--- src/rtl/mem_port_arbiter_pkg.sv ---
// mem_arb_pkg: shared types and reset constants for the unified-memory
// port arbiter (mem_port_arbiter and its round-robin picker rr_arb2).
package mem_arb_pkg;

  // Arbiter FSM encoding; the top module mirrors these as logic constants.
  typedef enum logic [1:0] {
    IDLE  = 2'd0,
    GNT_I = 2'd1,
    GNT_D = 2'd2
  } arb_state_e;

  // Which requester owns (or last owned) the memory port.
  typedef enum logic {
    GRANT_I = 1'b0,
    GRANT_D = 1'b1
  } grant_e;

  // Reset constants: fetch must win the first tie, so the picker starts
  // believing data was served last.
  localparam logic [1:0] RST_STATE      = 2'd0;
  localparam grant_e     RST_LAST_GRANT = GRANT_D;

  // Map a grant decision onto the FSM state that serves it.
  function automatic logic [1:0] grant_state(input grant_e g);
    logic [1:0] st;
    case (g)
      GRANT_I: st = 2'd1;
      GRANT_D: st = 2'd2;
      default: st = 2'd0;
    endcase
    return st;
  endfunction

endpackage

--- src/rtl/mem_port_arbiter_if.sv ---
// mem_port_arbiter_if: fetch, data and memory-side handshake bundle.
// The slave modport is the arbiter's view; master is the surrounding
// core + memory macro.
interface mem_port_arbiter_if #(
  parameter int DWidth = 32
);

  // instruction-fetch requester
  logic              imem_req_i;
  logic [DWidth-1:0] imem_addr_i;
  logic              imem_ready_o;
  logic [DWidth-1:0] imem_rdata_o;

  // load/store requester
  logic              dmem_req_i;
  logic              dmem_write_i;
  logic [DWidth-1:0] dmem_addr_i;
  logic [DWidth-1:0] dmem_wdata_i;
  logic              dmem_ready_o;
  logic [DWidth-1:0] dmem_rdata_o;

  // single memory port
  logic              mem_req_o;
  logic              mem_write_o;
  logic [DWidth-1:0] mem_addr_o;
  logic [DWidth-1:0] mem_wdata_o;
  logic              mem_ready_i;
  logic [DWidth-1:0] mem_rdata_i;

  modport slave (
    input  imem_req_i, imem_addr_i,
    input  dmem_req_i, dmem_write_i, dmem_addr_i, dmem_wdata_i,
    input  mem_ready_i, mem_rdata_i,
    output imem_ready_o, imem_rdata_o,
    output dmem_ready_o, dmem_rdata_o,
    output mem_req_o, mem_write_o, mem_addr_o, mem_wdata_o
  );

  modport master (
    output imem_req_i, imem_addr_i,
    output dmem_req_i, dmem_write_i, dmem_addr_i, dmem_wdata_i,
    output mem_ready_i, mem_rdata_i,
    input  imem_ready_o, imem_rdata_o,
    input  dmem_ready_o, dmem_rdata_o,
    input  mem_req_o, mem_write_o, mem_addr_o, mem_wdata_o
  );

endinterface

--- src/rtl/mem_port_arbiter_rr_arb2.sv ---
// rr_arb2: two-requester round-robin picker. The pick is purely
// combinational; only the last winner is stored, and it moves only when
// the owner of the grant strobe says a grant was actually taken.
module rr_arb2
  import mem_arb_pkg::*;
(
  input  logic   clk,
  input  logic   rst,
  input  logic   req_fetch,
  input  logic   req_data,
  input  logic   grant_stb,
  output grant_e pick
);

  grant_e last_grant_r;
  grant_e pick_s;

  // choose a winner: a lone requester wins outright, a tie goes to the
  // requester that did not win last time
  always_comb begin
    pick_s = GRANT_I;
    if (req_fetch && req_data) begin
      if (last_grant_r == GRANT_I) begin
        pick_s = GRANT_D;
      end else begin
        pick_s = GRANT_I;
      end
    end else if (req_data) begin
      pick_s = GRANT_D;
    end else begin
      pick_s = GRANT_I;
    end
  end

  // remember the winner at the grant edge
  always_ff @(posedge clk) begin
    if (rst) begin
      last_grant_r <= RST_LAST_GRANT;
    end else if (grant_stb) begin
      last_grant_r <= pick_s;
    end
  end

  assign pick = pick_s;

endmodule

--- src/rtl/mem_port_arbiter.sv ---
// mem_port_arbiter: shares one single-port memory between instruction
// fetch and load/store. A grant latches the winner's access into the
// mem_* registers, which stay frozen until the memory answers; the answer
// is steered back to the winner combinationally in the same cycle.
// Optional statistics counters are built when MEM_ARB_STATS_EN is defined.
module mem_port_arbiter
  import mem_arb_pkg::*;
#(
  parameter int DWidth    = 32,
  parameter int StatWidth = 32
) (
  input  logic                 clk_i,
  input  logic                 rst_i,
`ifdef MEM_ARB_STATS_EN
  output logic [StatWidth-1:0] stat_igrant_o,
  output logic [StatWidth-1:0] stat_dgrant_o,
  output logic [StatWidth-1:0] stat_conflict_o,
`endif
  mem_port_arbiter_if.slave    bus
);

  localparam logic [1:0] ST_IDLE  = IDLE;
  localparam logic [1:0] ST_GNT_I = GNT_I;
  localparam logic [1:0] ST_GNT_D = GNT_D;

  // reject parameter values that cannot build
  if (DWidth < 1 || StatWidth < 1) begin : g_param_check
    $error("mem_port_arbiter: DWidth and StatWidth must be positive");
  end

  logic [1:0]        state_r;
  logic [1:0]        state_nxt_s;
  logic              mem_req_r;
  logic              mem_req_nxt_s;
  logic              mem_write_r;
  logic              mem_write_nxt_s;
  logic [DWidth-1:0] mem_addr_r;
  logic [DWidth-1:0] mem_addr_nxt_s;
  logic [DWidth-1:0] mem_wdata_r;
  logic [DWidth-1:0] mem_wdata_nxt_s;

  logic              grant_stb_s;
  grant_e            pick_s;
  logic              imem_ready_s;
  logic              dmem_ready_s;

  // A grant can only be taken from IDLE; requests seen while a transfer
  // is in flight wait for the next IDLE cycle.
  assign grant_stb_s = (state_r == ST_IDLE) && (bus.imem_req_i || bus.dmem_req_i);

  rr_arb2 u_rr_arb2 (
    .clk       (clk_i),
    .rst       (rst_i),
    .req_fetch (bus.imem_req_i),
    .req_data  (bus.dmem_req_i),
    .grant_stb (grant_stb_s),
    .pick      (pick_s)
  );

  // next-state and memory-port register values
  always_comb begin
    state_nxt_s     = state_r;
    mem_req_nxt_s   = mem_req_r;
    mem_write_nxt_s = mem_write_r;
    mem_addr_nxt_s  = mem_addr_r;
    mem_wdata_nxt_s = mem_wdata_r;
    case (state_r)
      ST_IDLE: begin
        if (grant_stb_s) begin
          state_nxt_s   = grant_state(pick_s);
          mem_req_nxt_s = 1'b1;
          if (pick_s == GRANT_I) begin
            // fetches are always reads and carry no write data
            mem_write_nxt_s = 1'b0;
            mem_addr_nxt_s  = bus.imem_addr_i;
            mem_wdata_nxt_s = '0;
          end else begin
            mem_write_nxt_s = bus.dmem_write_i;
            mem_addr_nxt_s  = bus.dmem_addr_i;
            mem_wdata_nxt_s = bus.dmem_wdata_i;
          end
        end else begin
          mem_req_nxt_s = 1'b0;
        end
      end
      ST_GNT_I, ST_GNT_D: begin
        // requester inputs are deliberately not looked at here
        if (bus.mem_ready_i) begin
          state_nxt_s   = ST_IDLE;
          mem_req_nxt_s = 1'b0;
        end else begin
          mem_req_nxt_s = 1'b1;
        end
      end
      default: begin
        // unreachable encoding: fall back to a quiet port
        state_nxt_s   = ST_IDLE;
        mem_req_nxt_s = 1'b0;
      end
    endcase
  end

  // FSM and memory-port output registers
  always_ff @(posedge clk_i) begin
    if (rst_i) begin
      state_r     <= RST_STATE;
      mem_req_r   <= 1'b0;
      mem_write_r <= 1'b0;
      mem_addr_r  <= '0;
      mem_wdata_r <= '0;
    end else begin
      state_r     <= state_nxt_s;
      mem_req_r   <= mem_req_nxt_s;
      mem_write_r <= mem_write_nxt_s;
      mem_addr_r  <= mem_addr_nxt_s;
      mem_wdata_r <= mem_wdata_nxt_s;
    end
  end

  // steer the completion pulse to the current owner only; a pulse
  // arriving in IDLE belongs to nobody and is dropped
  always_comb begin
    imem_ready_s = 1'b0;
    dmem_ready_s = 1'b0;
    if (bus.mem_ready_i) begin
      imem_ready_s = (state_r == ST_GNT_I);
      dmem_ready_s = (state_r == ST_GNT_D);
    end else begin
      imem_ready_s = 1'b0;
      dmem_ready_s = 1'b0;
    end
  end

  // return data is zero unless the matching ready is high
  always_comb begin
    bus.imem_rdata_o = '0;
    bus.dmem_rdata_o = '0;
    if (imem_ready_s) begin
      bus.imem_rdata_o = bus.mem_rdata_i;
    end else begin
      bus.imem_rdata_o = '0;
    end
    if (dmem_ready_s) begin
      bus.dmem_rdata_o = bus.mem_rdata_i;
    end else begin
      bus.dmem_rdata_o = '0;
    end
  end

  assign bus.imem_ready_o = imem_ready_s;
  assign bus.dmem_ready_o = dmem_ready_s;
  assign bus.mem_req_o    = mem_req_r;
  assign bus.mem_write_o  = mem_write_r;
  assign bus.mem_addr_o   = mem_addr_r;
  assign bus.mem_wdata_o  = mem_wdata_r;

`ifdef MEM_ARB_STATS_EN
  localparam logic [StatWidth-1:0] StatOne = StatWidth'(1);

  logic [StatWidth-1:0] igrant_r;
  logic [StatWidth-1:0] dgrant_r;
  logic [StatWidth-1:0] conflict_r;
  logic                 conflict_s;

  // a cycle is contended when someone is left waiting for the port
  always_comb begin
    conflict_s = 1'b0;
    case (state_r)
      ST_IDLE:  conflict_s = bus.imem_req_i && bus.dmem_req_i;
      ST_GNT_I: conflict_s = bus.dmem_req_i;
      ST_GNT_D: conflict_s = bus.imem_req_i;
      default:  conflict_s = 1'b0;
    endcase
  end

  // free-running statistics, wrapping naturally at the counter width
  always_ff @(posedge clk_i) begin
    if (rst_i) begin
      igrant_r   <= '0;
      dgrant_r   <= '0;
      conflict_r <= '0;
    end else begin
      if (grant_stb_s && (pick_s == GRANT_I)) begin
        igrant_r <= igrant_r + StatOne;
      end
      if (grant_stb_s && (pick_s == GRANT_D)) begin
        dgrant_r <= dgrant_r + StatOne;
      end
      if (conflict_s) begin
        conflict_r <= conflict_r + StatOne;
      end
    end
  end

  assign stat_igrant_o   = igrant_r;
  assign stat_dgrant_o   = dgrant_r;
  assign stat_conflict_o = conflict_r;
`endif

endmodule

--- src/flat_wrapper.sv ---
// flat-port wrapper written by rule: the top's interface ports become plain ports
module mem_port_arbiter_flat import mem_arb_pkg::*;
#(
  parameter int DWidth    = 32,
  parameter int StatWidth = 32
)
  (clk_i, rst_i, bus_imem_req_i, bus_imem_addr_i, bus_dmem_req_i, bus_dmem_write_i, bus_dmem_addr_i, bus_dmem_wdata_i, bus_mem_ready_i, bus_mem_rdata_i, bus_imem_ready_o, bus_imem_rdata_o, bus_dmem_ready_o, bus_dmem_rdata_o, bus_mem_req_o, bus_mem_write_o, bus_mem_addr_o, bus_mem_wdata_o);
  mem_port_arbiter_if #(.DWidth(DWidth)) bus_i ();
  input  logic clk_i;
  input  logic rst_i;
  input wire logic [$bits(bus_i.imem_req_i)-1:0] bus_imem_req_i;
  input wire logic [$bits(bus_i.imem_addr_i)-1:0] bus_imem_addr_i;
  input wire logic [$bits(bus_i.dmem_req_i)-1:0] bus_dmem_req_i;
  input wire logic [$bits(bus_i.dmem_write_i)-1:0] bus_dmem_write_i;
  input wire logic [$bits(bus_i.dmem_addr_i)-1:0] bus_dmem_addr_i;
  input wire logic [$bits(bus_i.dmem_wdata_i)-1:0] bus_dmem_wdata_i;
  input wire logic [$bits(bus_i.mem_ready_i)-1:0] bus_mem_ready_i;
  input wire logic [$bits(bus_i.mem_rdata_i)-1:0] bus_mem_rdata_i;
  output wire logic [$bits(bus_i.imem_ready_o)-1:0] bus_imem_ready_o;
  output wire logic [$bits(bus_i.imem_rdata_o)-1:0] bus_imem_rdata_o;
  output wire logic [$bits(bus_i.dmem_ready_o)-1:0] bus_dmem_ready_o;
  output wire logic [$bits(bus_i.dmem_rdata_o)-1:0] bus_dmem_rdata_o;
  output wire logic [$bits(bus_i.mem_req_o)-1:0] bus_mem_req_o;
  output wire logic [$bits(bus_i.mem_write_o)-1:0] bus_mem_write_o;
  output wire logic [$bits(bus_i.mem_addr_o)-1:0] bus_mem_addr_o;
  output wire logic [$bits(bus_i.mem_wdata_o)-1:0] bus_mem_wdata_o;
  assign bus_i.imem_req_i = bus_imem_req_i;
  assign bus_i.imem_addr_i = bus_imem_addr_i;
  assign bus_i.dmem_req_i = bus_dmem_req_i;
  assign bus_i.dmem_write_i = bus_dmem_write_i;
  assign bus_i.dmem_addr_i = bus_dmem_addr_i;
  assign bus_i.dmem_wdata_i = bus_dmem_wdata_i;
  assign bus_i.mem_ready_i = bus_mem_ready_i;
  assign bus_i.mem_rdata_i = bus_mem_rdata_i;
  assign bus_imem_ready_o = bus_i.imem_ready_o;
  assign bus_imem_rdata_o = bus_i.imem_rdata_o;
  assign bus_dmem_ready_o = bus_i.dmem_ready_o;
  assign bus_dmem_rdata_o = bus_i.dmem_rdata_o;
  assign bus_mem_req_o = bus_i.mem_req_o;
  assign bus_mem_write_o = bus_i.mem_write_o;
  assign bus_mem_addr_o = bus_i.mem_addr_o;
  assign bus_mem_wdata_o = bus_i.mem_wdata_o;
  mem_port_arbiter #(.DWidth(DWidth), .StatWidth(StatWidth)) u_core (.clk_i(clk_i), .rst_i(rst_i), .bus(bus_i));
endmodule
--- config.mk ---
export PLATFORM = sky130hd
export DESIGN_NAME = mem_port_arbiter_flat
export DESIGN_NICKNAME = d
export VERILOG_FILES = /design/src/rtl/mem_port_arbiter_pkg.sv /design/src/rtl/mem_port_arbiter_if.sv /design/src/rtl/mem_port_arbiter_rr_arb2.sv /design/src/rtl/mem_port_arbiter.sv /design/src/flat_wrapper.sv
export SDC_FILE = /design/constraint.sdc
export NUM_CORES = 1
export LEC_CHECK = 0
export CAP_MARGIN = 15
export CORE_UTILIZATION = 25
export CTS_CLUSTER_SIZE = 8
export DETAILED_ROUTE_END_ITERATION = 8
export PLACE_DENSITY = 0.65
export SLEW_MARGIN = 20
export SYNTH_ARGS = -nofsm -noshare
export SYNTH_HDL_FRONTEND = slang
export SYNTH_SLANG_ARGS = --single-unit
--- constraint.sdc ---
create_clock -name clk_i -period 2.3 [get_ports clk_i]
set_input_delay 0.345 -clock clk_i [delete_from_list [all_inputs] [get_ports clk_i]]
set_output_delay 0.345 -clock clk_i [all_outputs]
set_load 0.005 [all_outputs]
### Word level (Yosys, flattened, before mapping)

Cells that the tools add are included.

| word-level totals | value |
|---|---|
| bits in registers | 69 |
| output and inout bits | 132 |
| logic and storage cells | 35 |

| cells by class | value |
|---|---|
| equality and inequality tests | 4 |
| muxes and demuxes | 17 |
| bitwise operators | 1 |
| reductions and logical operators | 7 |

Operators by type and width:

| operator | number |
|---|---|
| $mux W32 | 4 |
| $mux W1 | 8 |
| $pmux W2 S2 | 2 |
| $mux W2 | 2 |
| $reduce_and A2 Y1 | 2 |
| $eq A2 B1 Y1 const B | 1 |
| $eq A2 B2 Y1 const B | 1 |
| $logic_and A1 B1 Y1 | 2 |
| $logic_not A2 Y1 | 1 |
| $ne A2 B1 Y1 const B | 1 |
| $ne A2 B2 Y1 const B | 1 |
| $pmux W1 S2 | 1 |
| $reduce_or A2 Y1 | 1 |
| $logic_or A1 B1 Y1 | 1 |
| $not A1 Y1 | 1 |

### Depth between registers and ports, before layout

Gate-level depths: netlist (run 1).

| depth | value |
|---|---|
| word-level depth | 6 |
| depth in mapped cells | 8 |

### By module

From an unflattened synthesis (run 1), not the netlist that was laid out.

| second synthesis, totals | value |
|---|---|
| cells, all modules | 393 |
| area total of the unflattened synthesis | 3325.7 µm² |

By module, submodules not included:

| module | instances | cells an instance | area an instance (µm²) | seq. area each (µm²) |
|---|---|---|---|---|
| mem_port_arbiter | 1 | 389 | 3283.1 | 1361.3 |
| rr_arb2 | 1 | 4 | 42.5 | 20.0 |

### Least setup slack after synthesis (run 1)

No wires, ideal clock.

| timing | value |
|---|---|
| path kind | reg2reg |
| start | reg u_core.state_r[0] |
| end | reg u_core.mem_addr_r[10], in the netlist u_core.bus.mem_addr_o[10] |
| library setup time | 0.122 ns |
| arrival | 1.613 ns |
| data required time | 2.178 ns |
| slack | 0.566 ns |
| cell stages (with the launch flop) | 9 |
| buffers on the path | 3 |
| cells stage by stage | dfxtp_1 > inv_1 > ha_1 > and2_1 > buf_6 > and3b_1 > buf_6 > buf_6 > a221o_1 |

| between the ends | value |
|---|---|
| cells in the longest elaborated chain, start to end | 3 |

Ends and longest elaborated chain:

| item | line | source |
|---|---|---|
| start: declaration | mem_port_arbiter.sv:31 | `logic [1:0] state_r;` |
| start signal: assignment | mem_port_arbiter.sv:112 | `state_r <= state_nxt_s;` |
| $logic_not A2 Y1 (*) | mem_port_arbiter.sv:49, mem_port_arbiter.sv:67 |  |
| $logic_and A1 B1 Y1 | mem_port_arbiter.sv:49 | `assign grant_stb_s = (state_r == ST_IDLE) && (bus.imem_req_i \|\| bus.dmem_req_i);` |
| $reduce_and A2 Y1 (no source line) (*) | -- |  |
| end signal: assignment | mem_port_arbiter.sv:115 | `mem_addr_r <= mem_addr_nxt_s;` |
| end: declaration | mem_port_arbiter.sv:37 | `logic [DWidth-1:0] mem_addr_r;` |

Mark *: on every way between the ends. The rest lies on a longest branch, timed or not.
A chain may end at the register's enable or synchronous reset.

### Worst setup path after layout (run 1)

| timing | value |
|---|---|
| start | reg u_core.state_r[0] |
| end | out bus_dmem_rdata_o[17] |

| between the ends | value |
|---|---|
| cells in the longest elaborated chain, start to end | 3 |

Ends and longest elaborated chain:

| item | line | source |
|---|---|---|
| $eq A2 B2 Y1 | mem_port_arbiter.sv:127 | `dmem_ready_s = (state_r == ST_GNT_D);` |
| $mux W1 | mem_port_arbiter.sv:125 | `if (bus.mem_ready_i) begin` |
| $mux W32 | mem_port_arbiter.sv:143 | `if (dmem_ready_s) begin` |
| end: declaration | flat_wrapper.sv:22 | `output wire logic [$bits(bus_i.dmem_rdata_o)-1:0] bus_dmem_rdata_o;` |

No other way between the ends.

==> results.sh, run 1 <==
export IMPL_synth_flop_cell="dfxtp_1"
export IMPL_cp_arrival_ns=1.85
export IMPL_critPathMaxFanout=33
export IMPL_start_kind="register"
export IMPL_holdPathStages=2
export IMPL_drive_above_1_share_pct=4.97
export IMPL_dpl_hpwl_um=9380
export IMPL_post_place_ws_ns=0.138
export IMPL_synth_most_common_cell="dfxtp_1"
export IMPL_r2r_start="u_core.state_r[0]$_SDFFE_PP0P_"
export IMPL_diodes=0
export IMPL_end_kind="output port"
export IMPL_drt_pass1_iterations=4
export IMPL_start_util_pct=25.9
export IMPL_drv_cap=0
export IMPL_max_slew_margin_pct=70.9
export IMPL_synthArstFlopShare_pct=0
export IMPL_design_power_total_w=0.00372
export IMPL_synth_common_cells="dfxtp_1 (69), and3_1 (64), clkbuf_1 (36)"
export IMPL_drc=0
export IMPL_ys_seq_area_share_pct=44.0
export IMPL_core_um2=12100
export IMPL_cts_tree="done"
export IMPL_hold_path_class="in -> reg"
export IMPL_setup_viol=0
export IMPL_syn_nets=469
export IMPL_numPortBuffers=265
export IMPL_area_growth_pct=98.8
export IMPL_fmax_mhz=455
export IMPL_multiInputGateArea_um2=1570
export IMPL_ant_nets=0
export IMPL_reg2reg_slack_ns=0.49
export IMPL_grt_pass1_vias=3729
export IMPL_avgSynthCellArea_um2=9.48
export IMPL_crit_start="u_core.state_r[0]$_SDFFE_PP0P_"
export IMPL_cts_made_buffers=9
export IMPL_clk_pin_slew_worst_paths_ns=0.05
export IMPL_fp_dieArea_um2=13000
export IMPL_globalplace_congestion=0.780
export IMPL_yosysTopAreaCellShare_pct=44.0
export IMPL_ys_seq_elements=69
export IMPL_grt_total_usage_pct=19.3
export IMPL_powerDensity_nw_per_um2=597
export IMPL_pin_count=266
export IMPL_overflow=0
export IMPL_drt_wl_total_um=12700
export IMPL_die_w_um=114
export IMPL_ys_top_cells_by_area="dfxtp_1 (44%), and3_1 (13%), a221o_1 (11%)"
export IMPL_cp_required_ns=1.96
export IMPL_tightest_slew_ns=0.437
export IMPL_num_vias=3693
export IMPL_synth_edf_count=0
export IMPL_grt_pass1_wl_um=19500
export IMPL_finalCriticalPeriod_ns=2.20
export IMPL_worst_setup_path_type="reg -> out"
export IMPL_yosys_warnings=0
export IMPL_drt_iter0_markers=166
export IMPL_post_route_util_pct=51.5
export IMPL_clockBufferDepth=2
export IMPL_fillers=1171
export IMPL_clock_latency_ns=0.33
export IMPL_timing_final_crit_share_pct=95.6
export IMPL_yosysTopAreaCell="dfxtp_1"
export IMPL_postCtsSetupRepairBufs=0
export IMPL_synthCells=331
export IMPL_finalMaxSlewViolations=0
export IMPL_ctsHtreeMaxLevel=3
export IMPL_r2r_cells=6
export IMPL_die_y_um=114
export IMPL_yosysUniqueCellTypes=23
export IMPL_fin_setup_tns_ns=0
export IMPL_status="completed"
export IMPL_grt_max_degree=69
export IMPL_syn_area_um2=3140
export IMPL_seq_area_um2=1380
export IMPL_rsz0062_at_grt="false"
export IMPL_cts_root_buf="clkbuf_16"
export IMPL_cts_num_sinks=69
export IMPL_max_vdd_ir_drop_mv=0.327
export IMPL_num_nets_final=717
export IMPL_fin_ws_ns=0.102
export IMPL_wl_per_cell_um=16.9
export IMPL_fp_row_count=40
export IMPL_antenna_found_initial=0
export IMPL_p_leak_nw=2.46
export IMPL_crit_end="bus_dmem_rdata_o[17]"
export IMPL_critical_path_reg2reg_endpoint="u_core.bus.mem_addr_o[8]$_SDFFE_PP0P_"
export IMPL_hold_viol_final=0
export IMPL_avgViaCountPerCell=4.92
export IMPL_fin_skew_ns=0.00375
cell usage in the layout, fill, tap and decap left out:
cell type        instances
a221o_1                 33
and3_1                  64
buf_4                    8
nand2b_1                 1
clkbuf_8                 3
buf_6                    2
buf_2                    1
a32oi_1                 33
and3b_1                  1
o21ai_0                  2
clkbuf_1                 2
clkdlybuf4s50_1        264
or3_1                    1
inv_1                    2
nor3_4                   1
ha_1                     4
buf_12                   3
clkinv_2                 1
clkbuf_16                9
a211oi_1                 1
nand2_1                  2
o21ai_2                  1
dfxtp_1                 69
nand3_1                  1
nor2b_1                  2
o21a_1                   1
a21oi_1                  2
nor3b_1                 33
nor2_1                  33
and2_1                   3
worst min-delay path by stage:
stage / from / endpoint / slack (ns)
after global placement: u_core.bus.mem_wdata_o[18]$_SDFFE_PP0P_ / u_core.bus.mem_wdata_o[18]$_SDFFE_PP0P_ / 0.47
after floorplan: u_core.bus.mem_wdata_o[0]$_SDFFE_PP0P_ / u_core.bus.mem_wdata_o[0]$_SDFFE_PP0P_ / 0.48
final: rst_i / u_core.bus.mem_wdata_o[20]$_SDFFE_PP0P_ / 0.43
after detailed placement: u_core.bus.mem_wdata_o[1]$_SDFFE_PP0P_ / u_core.bus.mem_wdata_o[1]$_SDFFE_PP0P_ / 0.47
after CTS: rst_i / u_core.bus.mem_wdata_o[20]$_SDFFE_PP0P_ / 0.44
after global routing: rst_i / u_core.bus.mem_wdata_o[16]$_SDFFE_PP0P_ / 0.46
per-layer routing:
layer	up-vias	global-route usage, %	routed length, µm
met1	1737	20.2	4740
met5	-	0	0
met2	175	35.4	6530
li1	1763	-	-
met4	0	8.14	302
met3	18	6.11	1100
metrics by stage:
step	instances	area (µm²)	hold WS (ns)
after global routing	751	6230	0.457
after CTS	751	6230	0.444
after detailed placement	736	5950	0.470
after global placement	736	5950	0.467
final	751	6230	0.431
after floorplan	331	3140	0.478
power by group:
| part | switching [W] | internal, W |
|---|---|---|
| clock network | 0.000495 | 0.000811 |
| logic | 0.000408 | 0.000636 |
| registers | 0.0000599 | 0.00131 |
| total | 0.000962 | 0.00276 |
critical path: stages, from the launching register on:
cell	delay (ns)
dfxtp_1	0.34
inv_1	0.09
ha_1	0.16
buf_6	0.20
and3_1	0.19
clkdlybuf4s50_1	0.53
layout make-up:
cell class / instances / area share [%]
inverter: 2 / 0.120
clock inverter: 1 / 0.0803
clock buffer: 14 / 4.39
timing repair buffer: 278 / 44.8
sequential: 69 / 22.2
tap: 168 / 3.37
multi-input combinational: 219 / 25.1
kinds of logic after synthesis:
| logic type | Yosys count | synth area share, % |
|---|---|---|
| AO/OA/AOI/OAI | 73 | 21.0 |
| adder cells (fa/ha/maj) | 4 | 1.60 |
| buffers and inverters | 43 | 6.34 |
| AND/OR/NAND/NOR | 142 | 27.0 |
| flip-flops | 69 | 44.0 |
registers in the layout, indices dropped and copies added, names as in the netlist:
signal and cells:
u_core.bus.mem_addr_o 32, u_core.bus.mem_req_o 1, u_core.bus.mem_wdata_o 32, u_core.bus.mem_write_o 1, u_core.state_r 2, u_core.u_rr_arb2.last_grant_r 1
repair_timing:
action                     CTS  global route
hold buffers                 0             0
resized for setup            0             2
hold endpoints to repair     0             0
setup endpoints to repair    0            32
No activity file was read; power rests on OpenSTA's default activity.
==> run 2, diff against run 1 <==
--- a/config.mk
+++ b/config.mk
@@ -10,7 +10,6 @@
 export CTS_CLUSTER_SIZE = 8
 export DETAILED_ROUTE_END_ITERATION = 8
 export PLACE_DENSITY = 0.65
-export SLEW_MARGIN = 20
 export SYNTH_ARGS = -nofsm -noshare
 export SYNTH_HDL_FRONTEND = slang
 export SYNTH_SLANG_ARGS = --single-unit
==> results of run 2 <==
The final DEF is identical to that of run 1; final timing and power are the same.
==> RTL edit (flow settings as in run 2) <==
`mem_addr_r` no longer has a reset.
--- a/src/rtl/mem_port_arbiter.sv
+++ b/src/rtl/mem_port_arbiter.sv
@@ -108,3 +108,2 @@
       mem_write_r <= 1'b0;
-      mem_addr_r  <= '0;
       mem_wdata_r <= '0;
@@ -114,5 +113,8 @@
       mem_write_r <= mem_write_nxt_s;
-      mem_addr_r  <= mem_addr_nxt_s;
       mem_wdata_r <= mem_wdata_nxt_s;
     end
+  end
+
+  always_ff @(posedge clk_i) begin
+    mem_addr_r <= mem_addr_nxt_s;
   end
Check against the original RTL: not equivalent (a bounded check fails within 4 cycles, from zero or initial values and one cycle with rst_i high).
==> RTL edit against run 2 <==
  * Synthesized area increased by 2.3%
  * Final area increased by 2.1%
  * Sequential cell count is the same
  * Power up 7.0%
  * Clock skew is 0.0013 ns higher
  * Die area increased by 2.2%
  * Routed wire length down 11%
  * Sequential share of layout area rose by 4.6 points
  * Clock power grew 9%
  * Setup slack better by 0.032 ns
  * Highest routed layer unchanged
==> RTL edit: results (changes against run 2) <==
stage,metric,value,unit,change
clock_network,path_clk_slew,0.05,ns,about the same
clock_network,cts_buffers,9,,unchanged
placed_design,port_buffers,265,,unchanged
sta,slew_headroom,0.6938,,-0.01469
grt,grt_pass1_vias,3047,,-18%
logic_synthesis,yosysWarningCount,0,,unchanged
placed_design,gp_congestion,0.7178,,-8.0%
logic_synthesis,synth_edf_count,32,,+32
grt,grt_usage,0.1592,,-0.03391
sta,fin_skew,0.005059,ns,+0.001305 ns
layout,fin_nets,678,,-5.4%
grt,grt_pass1_wl,15.97,mm,-18%
clock_network,cts-root-buf,clkbuf_16,,
clock_network,post-cts-setup-buffers,0,,unchanged
hold_path,hold_class,reg -> reg,,
run,max-cap-violations,0,,unchanged
logic_synthesis,async_flop_share,0,,unchanged
placed_design,dp_hpwl,8.520,mm,-9.2%
logic_synthesis,ys_types,25,,+8.7%
clock_network,clock_path_buffers,2,,unchanged
logic_synthesis,syn_nets,422,,-10%
critical_path,cpPeakStageDelay,0.52,ns,
detailed_routing,drtIter0Drc,114,,-31%
clock_network,htree_levels,3,,unchanged
logic_synthesis,synth_area_leaders,"edfxtp_1 (30%), dfxtp_1 (23%), and3_1 (12%)",,
critical_path,path_max_fanout,33,,unchanged
status,outcome,completed,,
grt,antenna_found_initial,1,,+1
sta,final.setup.tns,0,ns,unchanged
pwr,ir_drop,0.4349,mV,+33%
detailed_routing,vias,3261,,-12%
grt,grt_max_degree,69,,unchanged
critical_path,critical-path-top-delay-family,buffers and inverters,,
critical_path,crit_path_top_delay_cell,clkdlybuf4s50_1,,
detailed_routing,wl,11.27,mm,-11%
layout,fill_cells,1143,,-2.4%
detailed_routing,first_pass_iters,4,,unchanged
logic_synthesis,synth_ff_type,dfxtp_1,,
logic_synthesis,ys_seq_area_frac,0.5304,,+0.09005
clock_network,clock_latency,0.33,ns,about the same
pwr,leakagePower,2.504,nW,+1.7%
clock_network,ctsResizeCount,0,,unchanged
logic_synthesis,synthTopCellsByCount,"and3_1 (64), dfxtp_1 (37), a32oi_1 (33), nor2_1 (33)",,
layout,drive_gt1_frac,0.1119,,+0.06218
RTL edit: path summary, 6_finish.rpt:
check	start	end	slack [ns]	cells past startpoint
worst min register to register	u_core.bus.mem_wdata_o[0]	u_core.bus.mem_wdata_o[0]	0.48	2
worst min-delay path	u_core.bus.mem_wdata_o[0]	u_core.bus.mem_wdata_o[0]	0.48	2
worst max-delay path	u_core.state_r[0]	bus_dmem_rdata_o[31]	0.13	5
worst max register to register	u_core.u_rr_arb2.last_grant_r	u_core.bus.mem_addr_o[26]	0.82	3
RTL edit: cell families (layout without fill, tap and decap cells):
logic type | Yosys count | after routing | synth area share
buffers and inverters | 34 | 295 | 0.05421
AOI/OAI and AO/OA | 41 | 41 | 0.1104
and+or+nand+nor | 104 | 104 | 0.1771
adders and majority gates | 4 | 4 | 0.01560
other | 0 | 1 | 0
muxes | 32 | 32 | 0.1123
DFF | 69 | 69 | 0.5304
RTL edit: report_power, final:
part | leakage, nW | internal [mW] | switching [mW]
clock | 0.159 | 0.944 | 0.485
combinational | 1.73 | 0.647 | 0.409
sequential | 0.618 | 1.45 | 0.0474
total | 2.50 | 3.04 | 0.942
RTL edit: cell type report:
| cell class | count | area share |
|---|---|---|
| Timing Repair Buffer | 276 | 0.4365 |
| Inverter | 3 | 0.001768 |
| Sequential cell | 69 | 0.2672 |
| Multi-Input combinational cell | 181 | 0.2092 |
| Clock buffer | 15 | 0.04990 |
| Antenna cell | 1 | 0.0003929 |
| Tap cell | 172 | 0.03379 |
| Clock inverter | 1 | 0.001179 |
RTL edit: routing by layer:
layer,vias to the layer above,global-route usage,share of wire
met4,0,0.05195,0.015
li1,1583,-,-
met2,140,0.2755,0.50
met1,1526,0.1838,0.40
met5,-,0,0
met3,12,0.05482,0.088
RTL edit: per-stage QoR:
stage | instances | setup slack, ns | total power, mW | instance area, sq um | util
floorplan | 284 | 0.3254 | 1.908 | 3208 | -
global placement | 701 | 0.1660 | 2.569 | 6033 | 0.4800
detailed placement | 701 | 0.1623 | 2.585 | 6033 | 0.4800
CTS | 717 | 0.06445 | 4.039 | 6359 | 0.5059
global route | 718 | 0.03043 | 4.184 | 6369 | 0.5067
finish | 718 | 0.1331 | 3.984 | 6369 | 0.5067
RTL edit: worst register-to-register path: stages (launching register included):
cell	delay, ns
dfxtp_1	0.33
a21boi_4	0.18
buf_12	0.28
mux2_2	0.42
